<file path="config.mk">
export PLATFORM = sky130hd
export DESIGN_NAME = x4_seq_approx_mul_flat
export DESIGN_NICKNAME = d
export VERILOG_FILES = /design/src/rtl/x4_seq_approx_mul_pkg.sv /design/src/rtl/x4_seq_approx_mul_if.sv /design/src/rtl/x4_seq_approx_mul_x2.sv /design/src/rtl/x4_seq_approx_mul.sv /design/src/flat_wrapper.sv
export SDC_FILE = /design/constraint.sdc
export NUM_CORES = 1
export LEC_CHECK = 0
export ABC_AREA = 1
export ABC_CLOCK_PERIOD_IN_PS = 4240
export CAP_MARGIN = 20
export CORE_UTILIZATION = 55
export DETAILED_ROUTE_END_ITERATION = 8
export DONT_BUFFER_PORTS = 1
export PLACE_DENSITY = 0.7
export SETUP_SLACK_MARGIN = 0.4
export SYNTH_ARGS = -nofsm -noshare
export SYNTH_HDL_FRONTEND = slang
export SYNTH_SLANG_ARGS = --single-unit
</file>
<file path="constraint.sdc">
create_clock -name clk -period 4.24 [get_ports clk]
set_input_delay 0.848 -clock clk [delete_from_list [all_inputs] [get_ports clk]]
set_output_delay 0.848 -clock clk [all_outputs]
set_load 0.03 [all_outputs]
</file>
<file path="src/rtl/x4_seq_approx_mul_pkg.sv">
// Shared types and constants for the sequential approximate multiplier.
package x4_seq_approx_mul_pkg;

  localparam int unsigned DIGIT_W = 2;

  typedef enum logic [1:0] {
    ST_IDLE = 2'd0,
    ST_CALC = 2'd1,
    ST_DONE = 2'd2
  } state_t;

endpackage

</file>
<file path="src/rtl/x4_seq_approx_mul_if.sv">
// Operand/result handshake bundle for the sequential approximate multiplier.
interface x4_seq_approx_mul_if #(
  parameter int unsigned N = 8
);
  logic           in_valid;
  logic           in_ready;
  logic [N-1:0]   a;
  logic [N-1:0]   b;
  logic           out_valid;
  logic           out_ready;
  logic [2*N-1:0] out;

  modport master (
    output in_valid, a, b, out_ready,
    input  in_ready, out_valid, out
  );

  modport slave (
    input  in_valid, a, b, out_ready,
    output in_ready, out_valid, out
  );
endinterface

</file>
<file path="src/rtl/x4_seq_approx_mul_x2.sv">
// 2x2 approximate multiplier: exact except 3x3, which yields 7.
module x2_approx_mul (
  input  logic [1:0] i_x,
  input  logic [1:0] i_y,
  output logic [3:0] o_p_c
);
  assign o_p_c = (i_x == 2'b11 && i_y == 2'b11) ? 4'd7
                                                : ({2'b00, i_x} * {2'b00, i_y});
endmodule

</file>
<file path="src/rtl/x4_seq_approx_mul.sv">
// Sequential approximate multiplier: one digit-pair product per cycle,
// shifted into a 2N-bit accumulator by a single shared 2x2 unit.
module x4_seq_approx_mul
  import x4_seq_approx_mul_pkg::*;
#(
  parameter int unsigned N = 8
) (
  input  logic                clk,
  input  logic                rst_n,
  x4_seq_approx_mul_if.slave  bus
);

  localparam int unsigned HALF = N / DIGIT_W;
  localparam int unsigned D    = HALF * HALF;
  localparam int unsigned IW   = $clog2(HALF);
  localparam int unsigned KW   = $clog2(D);
  localparam int unsigned SW   = IW + 2;
  localparam int unsigned PW   = 2 * N;

  state_t          r_state;
  state_t          w_next;
  logic [N-1:0]    r_a;
  logic [N-1:0]    r_b;
  logic [IW-1:0]   r_i;
  logic [IW-1:0]   r_j;
  logic [KW-1:0]   r_k;
  logic [PW-1:0]   r_acc;
  logic            r_out_valid;
  logic            r_in_ready;

  logic            w_load;
  logic            w_step;
  logic            w_last;
  logic [1:0]      w_da;
  logic [1:0]      w_db;
  logic [3:0]      w_p;
  logic [IW:0]     w_isum;
  logic [SW-1:0]   w_sh;
  logic [PW-1:0]   w_pp;

  // Select the current digit pair and weight its product.
  assign w_da   = 2'(r_a >> {r_i, 1'b0});
  assign w_db   = 2'(r_b >> {r_j, 1'b0});
  assign w_isum = (IW+1)'(r_i) + (IW+1)'(r_j);
  assign w_sh   = {w_isum, 1'b0};
  assign w_pp   = PW'(w_p) << w_sh;
  assign w_last = (r_k == KW'(D - 1));

  x2_approx_mul u_x2 (
    .i_x   (w_da),
    .i_y   (w_db),
    .o_p_c (w_p)
  );

  // State register.
  always_ff @(posedge clk or negedge rst_n) begin
    if (!rst_n) r_state <= ST_IDLE;
    else        r_state <= w_next;
  end

  // Next-state and datapath strobes.
  always_comb begin
    w_next = r_state;
    w_load = 1'b0;
    w_step = 1'b0;
    case (r_state)
      ST_IDLE: begin
        if (bus.in_valid && r_in_ready) begin
          w_load = 1'b1;
          w_next = ST_CALC;
        end
      end
      ST_CALC: begin
        w_step = 1'b1;
        if (w_last) w_next = ST_DONE;
      end
      ST_DONE: begin
        if (r_out_valid && bus.out_ready) w_next = ST_IDLE;
      end
      default: w_next = ST_IDLE;
    endcase
  end

  // Operand latch, digit counters and accumulator.
  always_ff @(posedge clk or negedge rst_n) begin
    if (!rst_n) begin
      r_a   <= '0;
      r_b   <= '0;
      r_i   <= '0;
      r_j   <= '0;
      r_k   <= '0;
      r_acc <= '0;
    end else if (w_load) begin
      r_a   <= bus.a;
      r_b   <= bus.b;
      r_i   <= '0;
      r_j   <= '0;
      r_k   <= '0;
      r_acc <= '0;
    end else if (w_step) begin
      r_acc <= r_acc + w_pp;
      r_k   <= r_k + KW'(1);
      if (r_i == IW'(HALF - 1)) begin
        r_i <= '0;
        r_j <= r_j + IW'(1);
      end else begin
        r_i <= r_i + IW'(1);
      end
    end
  end

  // Registered handshake outputs; out_valid trails DONE entry by one cycle.
  always_ff @(posedge clk or negedge rst_n) begin
    if (!rst_n) begin
      r_out_valid <= 1'b0;
      r_in_ready  <= 1'b1;
    end else begin
      r_out_valid <= (r_state == ST_DONE) && (w_next == ST_DONE);
      r_in_ready  <= (w_next == ST_IDLE);
    end
  end

  assign bus.in_ready  = r_in_ready;
  assign bus.out_valid = r_out_valid;
  assign bus.out       = r_acc;

endmodule

</file>
<file path="src/flat_wrapper.sv">
// flat-port wrapper written by rule: the top's interface ports become plain ports
module x4_seq_approx_mul_flat import x4_seq_approx_mul_pkg::*;
#(
  parameter int unsigned N = 8
)
  (clk, rst_n, bus_in_valid, bus_a, bus_b, bus_out_ready, bus_in_ready, bus_out_valid, bus_out);
  x4_seq_approx_mul_if #(.N(N)) bus_i ();
  input  logic clk;
  input  logic rst_n;
  input wire logic [$bits(bus_i.in_valid)-1:0] bus_in_valid;
  input wire logic [$bits(bus_i.a)-1:0] bus_a;
  input wire logic [$bits(bus_i.b)-1:0] bus_b;
  input wire logic [$bits(bus_i.out_ready)-1:0] bus_out_ready;
  output wire logic [$bits(bus_i.in_ready)-1:0] bus_in_ready;
  output wire logic [$bits(bus_i.out_valid)-1:0] bus_out_valid;
  output wire logic [$bits(bus_i.out)-1:0] bus_out;
  assign bus_i.in_valid = bus_in_valid;
  assign bus_i.a = bus_a;
  assign bus_i.b = bus_b;
  assign bus_i.out_ready = bus_out_ready;
  assign bus_in_ready = bus_i.in_ready;
  assign bus_out_valid = bus_i.out_valid;
  assign bus_out = bus_i.out;
  x4_seq_approx_mul #(.N(N)) u_core (.clk(clk), .rst_n(rst_n), .bus(bus_i));
endmodule
</file>
; After elaboration in Yosys (flattened, before gate mapping)
; Index checks and enable logic that the tools add are counted.
[op_classes]
add_sub_neg = 5
n_mul = 1
eq_ne = 7
shifts = 3
mux = 18
reduce_logical = 9
[op_table]
columns = cell, n
row1 = 16-bit 2-to-1 mux, 2
row2 = 2-bit 2-to-1 mux, 9
row3 = 16-bit adder, 1
row4 = 4-bit by 4-bit << shifter with 16-bit output, 1
row5 = 8-bit by 3-bit >> shifter with 2-bit output, 2
row6 = 4-bit 2-to-1 mux, 3
row7 = "2-bit == test, second input constant", 5
row8 = 2-bit one-hot mux with 3 select lines, 1
row9 = "2-bit by 1-bit adder with 2-bit output, second input constant", 2
row10 = "4-bit by 1-bit adder with 4-bit output, second input constant", 1
row11 = "4-bit == test, second input constant", 1
row12 = 1-bit logical AND, 4
row13 = 2-bit zero test, 2
row14 = 2-bit by 2-bit multiplier with 4-bit output, 1
row15 = 2-bit nonzero test, 2
row16 = 2-bit by 2-bit adder with 3-bit output, 1
row17 = 1-bit 2-to-1 mux, 3
row18 = "2-bit by 1-bit == test with 1-bit output, second input constant", 1
row19 = 2-bit AND reduction, 1
[word_totals]
regBits = 44
in_bits = 20
out_inout_bits = 18
wordCells = 52

; Depth between registers and ports, before layout
[depth]
ltp_word = 8
mapped_depth = 24
ltp_nobuf = 24

; Modules after synthesis
; Synthesis repeated with hierarchy kept, for this count alone.
[unflattened]
cells_unflattened = 453
area_unflattened_um2 = 3096.7
[by_module_without_submodules]
columns = module, instances, cells_each, area_each_um2, seq_area_each_um2
row1 = x4_seq_approx_mul, 1, 436, 3007.9, 1102.3
row2 = x2_approx_mul, 1, 17, 88.8, 0.0

; Worst setup path after synthesis
; Ideal clock, no wire load.
[synth_timing]
kind = reg-to-reg
from = register u_core.r_j[0]
to = register u_core.r_acc[12], in the netlist u_core.bus.out[12]
setup_time_ns = 0.121
arrival_time_ns = 2.829
required_ns = 4.119
path_slack_ns = 1.290
stages_incl_launch_ff = 17
n_path_buf = 0
synth_period_minus_slack_ns = 2.950
path_cell_list = dfrtp_1 ha_1 fa_1 inv_1 nand2_1 nor2_1 ha_1 inv_1 fa_1 o21ai_1 a21oi_1 o21bai_1 nand3_1 nand2_1 nand2_1 nand2_1 o21ai_1
[synth_between]
elab_chain_cells = 8
word_cells_on_any_way = 10
cone_classes = 2 x add/sub / 1 x mul / 1 x eq/ne / 2 x shift / 3 x mux / 1 x reduce/logical
[synth_lines]
columns = element, line
row1 = start: declaration, x4_seq_approx_mul.sv:25  ; logic [IW-1:0] r_j;
row2 = start signal: assignment, x4_seq_approx_mul.sv:105  ; r_j <= r_j + IW'(1);
row3 = "parallel branches: the longest is 4 deep, another holds 2-bit by 2-bit multiplier with 4-bit output", -
row4 = 4-bit by 4-bit << shifter with 16-bit output (*), x4_seq_approx_mul.sv:46  ; assign w_pp = PW'(w_p) << w_sh;
row5 = 16-bit adder (*), x4_seq_approx_mul.sv:101  ; r_acc <= r_acc + w_pp;
row6 = 16-bit 2-to-1 mux (*), x4_seq_approx_mul.sv:100  ; end else if (w_step) begin
row7 = 16-bit 2-to-1 mux (*), x4_seq_approx_mul.sv:93  ; end else if (w_load) begin
row8 = end signal: assignment, x4_seq_approx_mul.sv:101
row9 = end: declaration, x4_seq_approx_mul.sv:27  ; logic [PW-1:0] r_acc;
; Mark *: on every way between the ends. The select of a mux whose other input is x is not followed.
; A chain may end at the register's enable or synchronous reset.

; Worst setup path in the final report
[layout_timing]
from = register u_core.r_i[0]
to = register u_core.r_acc[11], in the netlist u_core.bus.out[11]
[layout_between]
elab_chain_cells = 8
word_cells_on_any_way = 10
cone_classes = 2 x add/sub / 1 x mul / 1 x eq/ne / 2 x shift / 3 x mux / 1 x reduce/logical
[layout_lines]
columns = element, line
row1 = start: declaration, x4_seq_approx_mul.sv:24  ; logic [IW-1:0] r_i;
row2 = start signal: assignment, x4_seq_approx_mul.sv:107  ; r_i <= r_i + IW'(1);
row3 = "parallel branches: the longest is 4 deep, another holds 2-bit by 2-bit multiplier with 4-bit output", -
row4 = 4-bit by 4-bit << shifter with 16-bit output (*), x4_seq_approx_mul.sv:46
row5 = 16-bit adder (*), x4_seq_approx_mul.sv:101
row6 = 16-bit 2-to-1 mux (*), x4_seq_approx_mul.sv:100
row7 = 16-bit 2-to-1 mux (*), x4_seq_approx_mul.sv:93
; Marks and branches as above.

==> results.md <==
- Clock latency on the worst-skew pair: about 300 ps
- Pre-CTS setup slack: 887 ps
- First-pass GRT wire length: about 10000 um
- Syn Nets: roughly 430
- Final min period: approximately 3400 ps
- Max-cap violations: 0
- Kind of critical path: flip-flop to flip-flop
- Worst-path fanout max: 7
- Htree depth: 2
- HPWL Detailed: ~4400 um
- #FFs+latches synth: 44
- Post-route worst setup slack: ~830 ps
- Data arrival time of the worst path: between 3000 and 4000 ps
- Clock Path Buffers: 2
- GPL Wtd Cong: between 0.8 and 0.9
- Die W: roughly 74 um
- Worst-path clk slew: approximately 90 ps
- Final design utilization: 61.9%
- Initial DRC count: ~130
- Wire per inst: ~13 um
- FMAX: ~300 MHz
- Clk root buf: clkbuf_8
- Synthesized area: 0.00283 mm^2
- Final #Nets: 434
- Synthesized area per cell: 7.27 um^2
- Worst reg2reg setup slack: around 830 ps
- Via/cell ratio: ~5.3
- Post-route DRC: 0
- Reg2reg end: u_core.bus.out[11]$_DFFE_PN0P_
- Worst reg2reg path startpoint: u_core.r_i[0]$_DFFE_PN0P_
- Gate Count Post-Synth: ~400
- Cell Count, Final, Fillers Out: 460
- Req. time, crit path: 4430 ps
- Worst Max-Slew Pin Slew: 719 ps
- Fin. Hold Viols: 0
- Total CTS buffers: 5
- Total routed wirelength: between 5000 and 6000 um
- Placed instance count: 452
- I/O pin count: 38
- Status: completed
- CP Launch Type: flip-flop
- Number of flops mapped to enable cells by yosys: 0
- Port bufs: 0
- Die height: 73.7 um
- Total die area: about 0.0054 mm^2
- Diodes inserted: 0
- Layout cells sized above 1: under 10%
- DRT antenna net count: 0
- Gr usage total: between 20% and 30%
- TritonCTS clock tree: done
- Initial Utilization: 58.3%
- Vias in the first global route: between 2000 and 2500
- Core ar.: ~0.0048 mm^2
- Sink Count: 44
- Grt ovf: 0
- Top FF cell, synth: dfrtp_1
- Clock Skew: ~8.6 ps
- # setup viols final: 0
- Rows: 25
- Asr flop ratio synth: 100%
- PostCTS Resize Cnt: 0
- Worst min-delay path category: input pin to async pin
- Post-CTS Hold Buffers: 0
- Worst Reg-to-Reg Cells: 21
- Worst setup EP type: flip-flop
- Fin crit share: between 80% and 90%
- TNS Setup: 0 ps
- Setup repair bufs after CTS: 0
- RSZ-0062 raised after global routing: no
- Slew Limit Fails: 0
- Post-synthesis sequential area ratio: ~39%
- Area grow syn2layout: 6.06%
- First-pass DRT Iterations: 4
- YS warnings: 0
- Distinct cells, synth: 33
- Largest net degree at the start of global routing: 45
- Slew HR: approximately half
- Vias post-DR: about 2400
- Initial antenna violation count: 0
==> kinds of logic after synthesis <==
logic type,synth area share (%)
and+or+nand+nor,30.4
DFF,39.0
adders and majority gates,10.3
xor gates and xnor gates,0.310
buffers and inverters,6.73
AOI/OAI and AO/OA,13.3
==> critical path: stages (launching register included) <==
cell,delay (ps)
dfrtp_1,500
inv_2,110
nand2_1,70
nand3_1,60
nand2_1,130
nor2_1,70
ha_1,170
ha_1,260
inv_1,50
nand2_1,60
o21ai_1,270
nor2_1,80
ha_1,330
inv_1,50
o21ai_0,290
nand2_1,100
nand2_1,160
nand2_1,90
o21bai_1,200
a21oi_1,80
o21ai_0,90
nand2_1,70
==> placed cells by master (no fill, tap or decap), types with 2 or more instances in the layout <==
cell	instances
nand3_2	2
clkinvlp_4	2
nand2_2	2
inv_2	3
nor3_1	2
buf_4	2
a21oi_1	23
ha_1	20
nand3_1	13
clkbuf_8	6
o21ai_1	4
nor2_1	33
o21bai_1	5
inv_1	41
fa_1	2
dfrtp_1	43
nand2_4	3
o31ai_1	2
o21ai_0	25
nand2_1	139
o22ai_1	2
nand4_1	5
a22o_1	2
nor2_2	2
==> Yosys cell counts (2+ instances only) <==
cell type / count / share of area, %
a21oi_1: 23 / 4.1
a22o_1: 2 / 0.62
buf_2: 2 / 0.35
clkbuf_1: 4 / 0.53
dfrtp_1: 43 / 38
fa_1: 2 / 1.4
ha_1: 20 / 8.8
inv_1: 41 / 5.4
inv_2: 3 / 0.40
nand2_1: 139 / 18
nand2_2: 2 / 0.44
nand2_4: 3 / 1.2
nand3_1: 13 / 2.3
nand3_2: 2 / 0.71
nand4_1: 5 / 1.1
nor2_1: 33 / 4.4
nor2_2: 2 / 0.44
nor3_1: 2 / 0.35
o21ai_0: 25 / 4.4
o21ai_1: 4 / 0.71
o21bai_1: 5 / 1.3
o22ai_1: 2 / 0.44
o31ai_1: 2 / 0.53
==> metrics by stage <==
| step | instance area, um^2 | hold WS [ps] |
|---|---|---|
| 3_3_place_gp | 2900 | 464 |
| 4_1_cts | 3000 | 223 |
| 2_1_floorplan | 2830 | 449 |
| 3_5_place_dp | 2900 | 466 |
| 6_report | 3000 | 231 |
| 5_1_grt | 3000 | 216 |
==> layout make-up <==
type	instances	area [um^2]
clock inverter	2	15.0
sequential	44	1100
fill	481	1850
inverter	44	165
multi-input combinational	295	1540
clock buffer	6	82.6
timing repair buffer	2	15.0
tap	67	83.8
==> worst max path at each step <==
stage / start / endpoint / cells past startpoint
after floorplan: u_core.r_j[0]$_DFFE_PN0P_ / u_core.bus.out[12]$_DFFE_PN0P_ / 16
final: u_core.r_i[0]$_DFFE_PN0P_ / u_core.bus.out[11]$_DFFE_PN0P_ / 21
after detailed placement: u_core.r_i[0]$_DFFE_PN0P_ / u_core.bus.out[11]$_DFFE_PN0P_ / 21
after global placement: u_core.r_i[0]$_DFFE_PN0P_ / u_core.bus.out[11]$_DFFE_PN0P_ / 21
after global routing: u_core.r_i[0]$_DFFE_PN0P_ / u_core.bus.out[11]$_DFFE_PN0P_ / 21
after CTS: u_core.r_i[0]$_DFFE_PN0P_ / u_core.bus.out[11]$_DFFE_PN0P_ / 21
==> flip-flops by register name, indices dropped and copies added (netlist names), 2 cells and up <==
| register | flops |
|---|---|
| u_core.bus.out | 16 |
| u_core.r_k | 4 |
| u_core.r_j | 2 |
| u_core.r_b | 8 |
| u_core.r_a | 8 |
| u_core.r_state | 2 |
| u_core.r_i | 2 |
==> per-layer routing <==
metal | up-vias | wire (um) | global-route usage (%) | part of all wire, %
met1 | 1088 | 2960 | 34.6 | 51
met3 | 8 | 251 | 4.39 | 4.3
li1 | 1269 | - | - | -
met2 | 56 | 2500 | 35.6 | 43
met5 | - | 0 | 0 | 0
met4 | 0 | 77 | 7.48 | 1.3
Power is left out: the tool's default activity adds up to more than one toggle a clock period on the data nets, which glitch-free logic cannot reach.
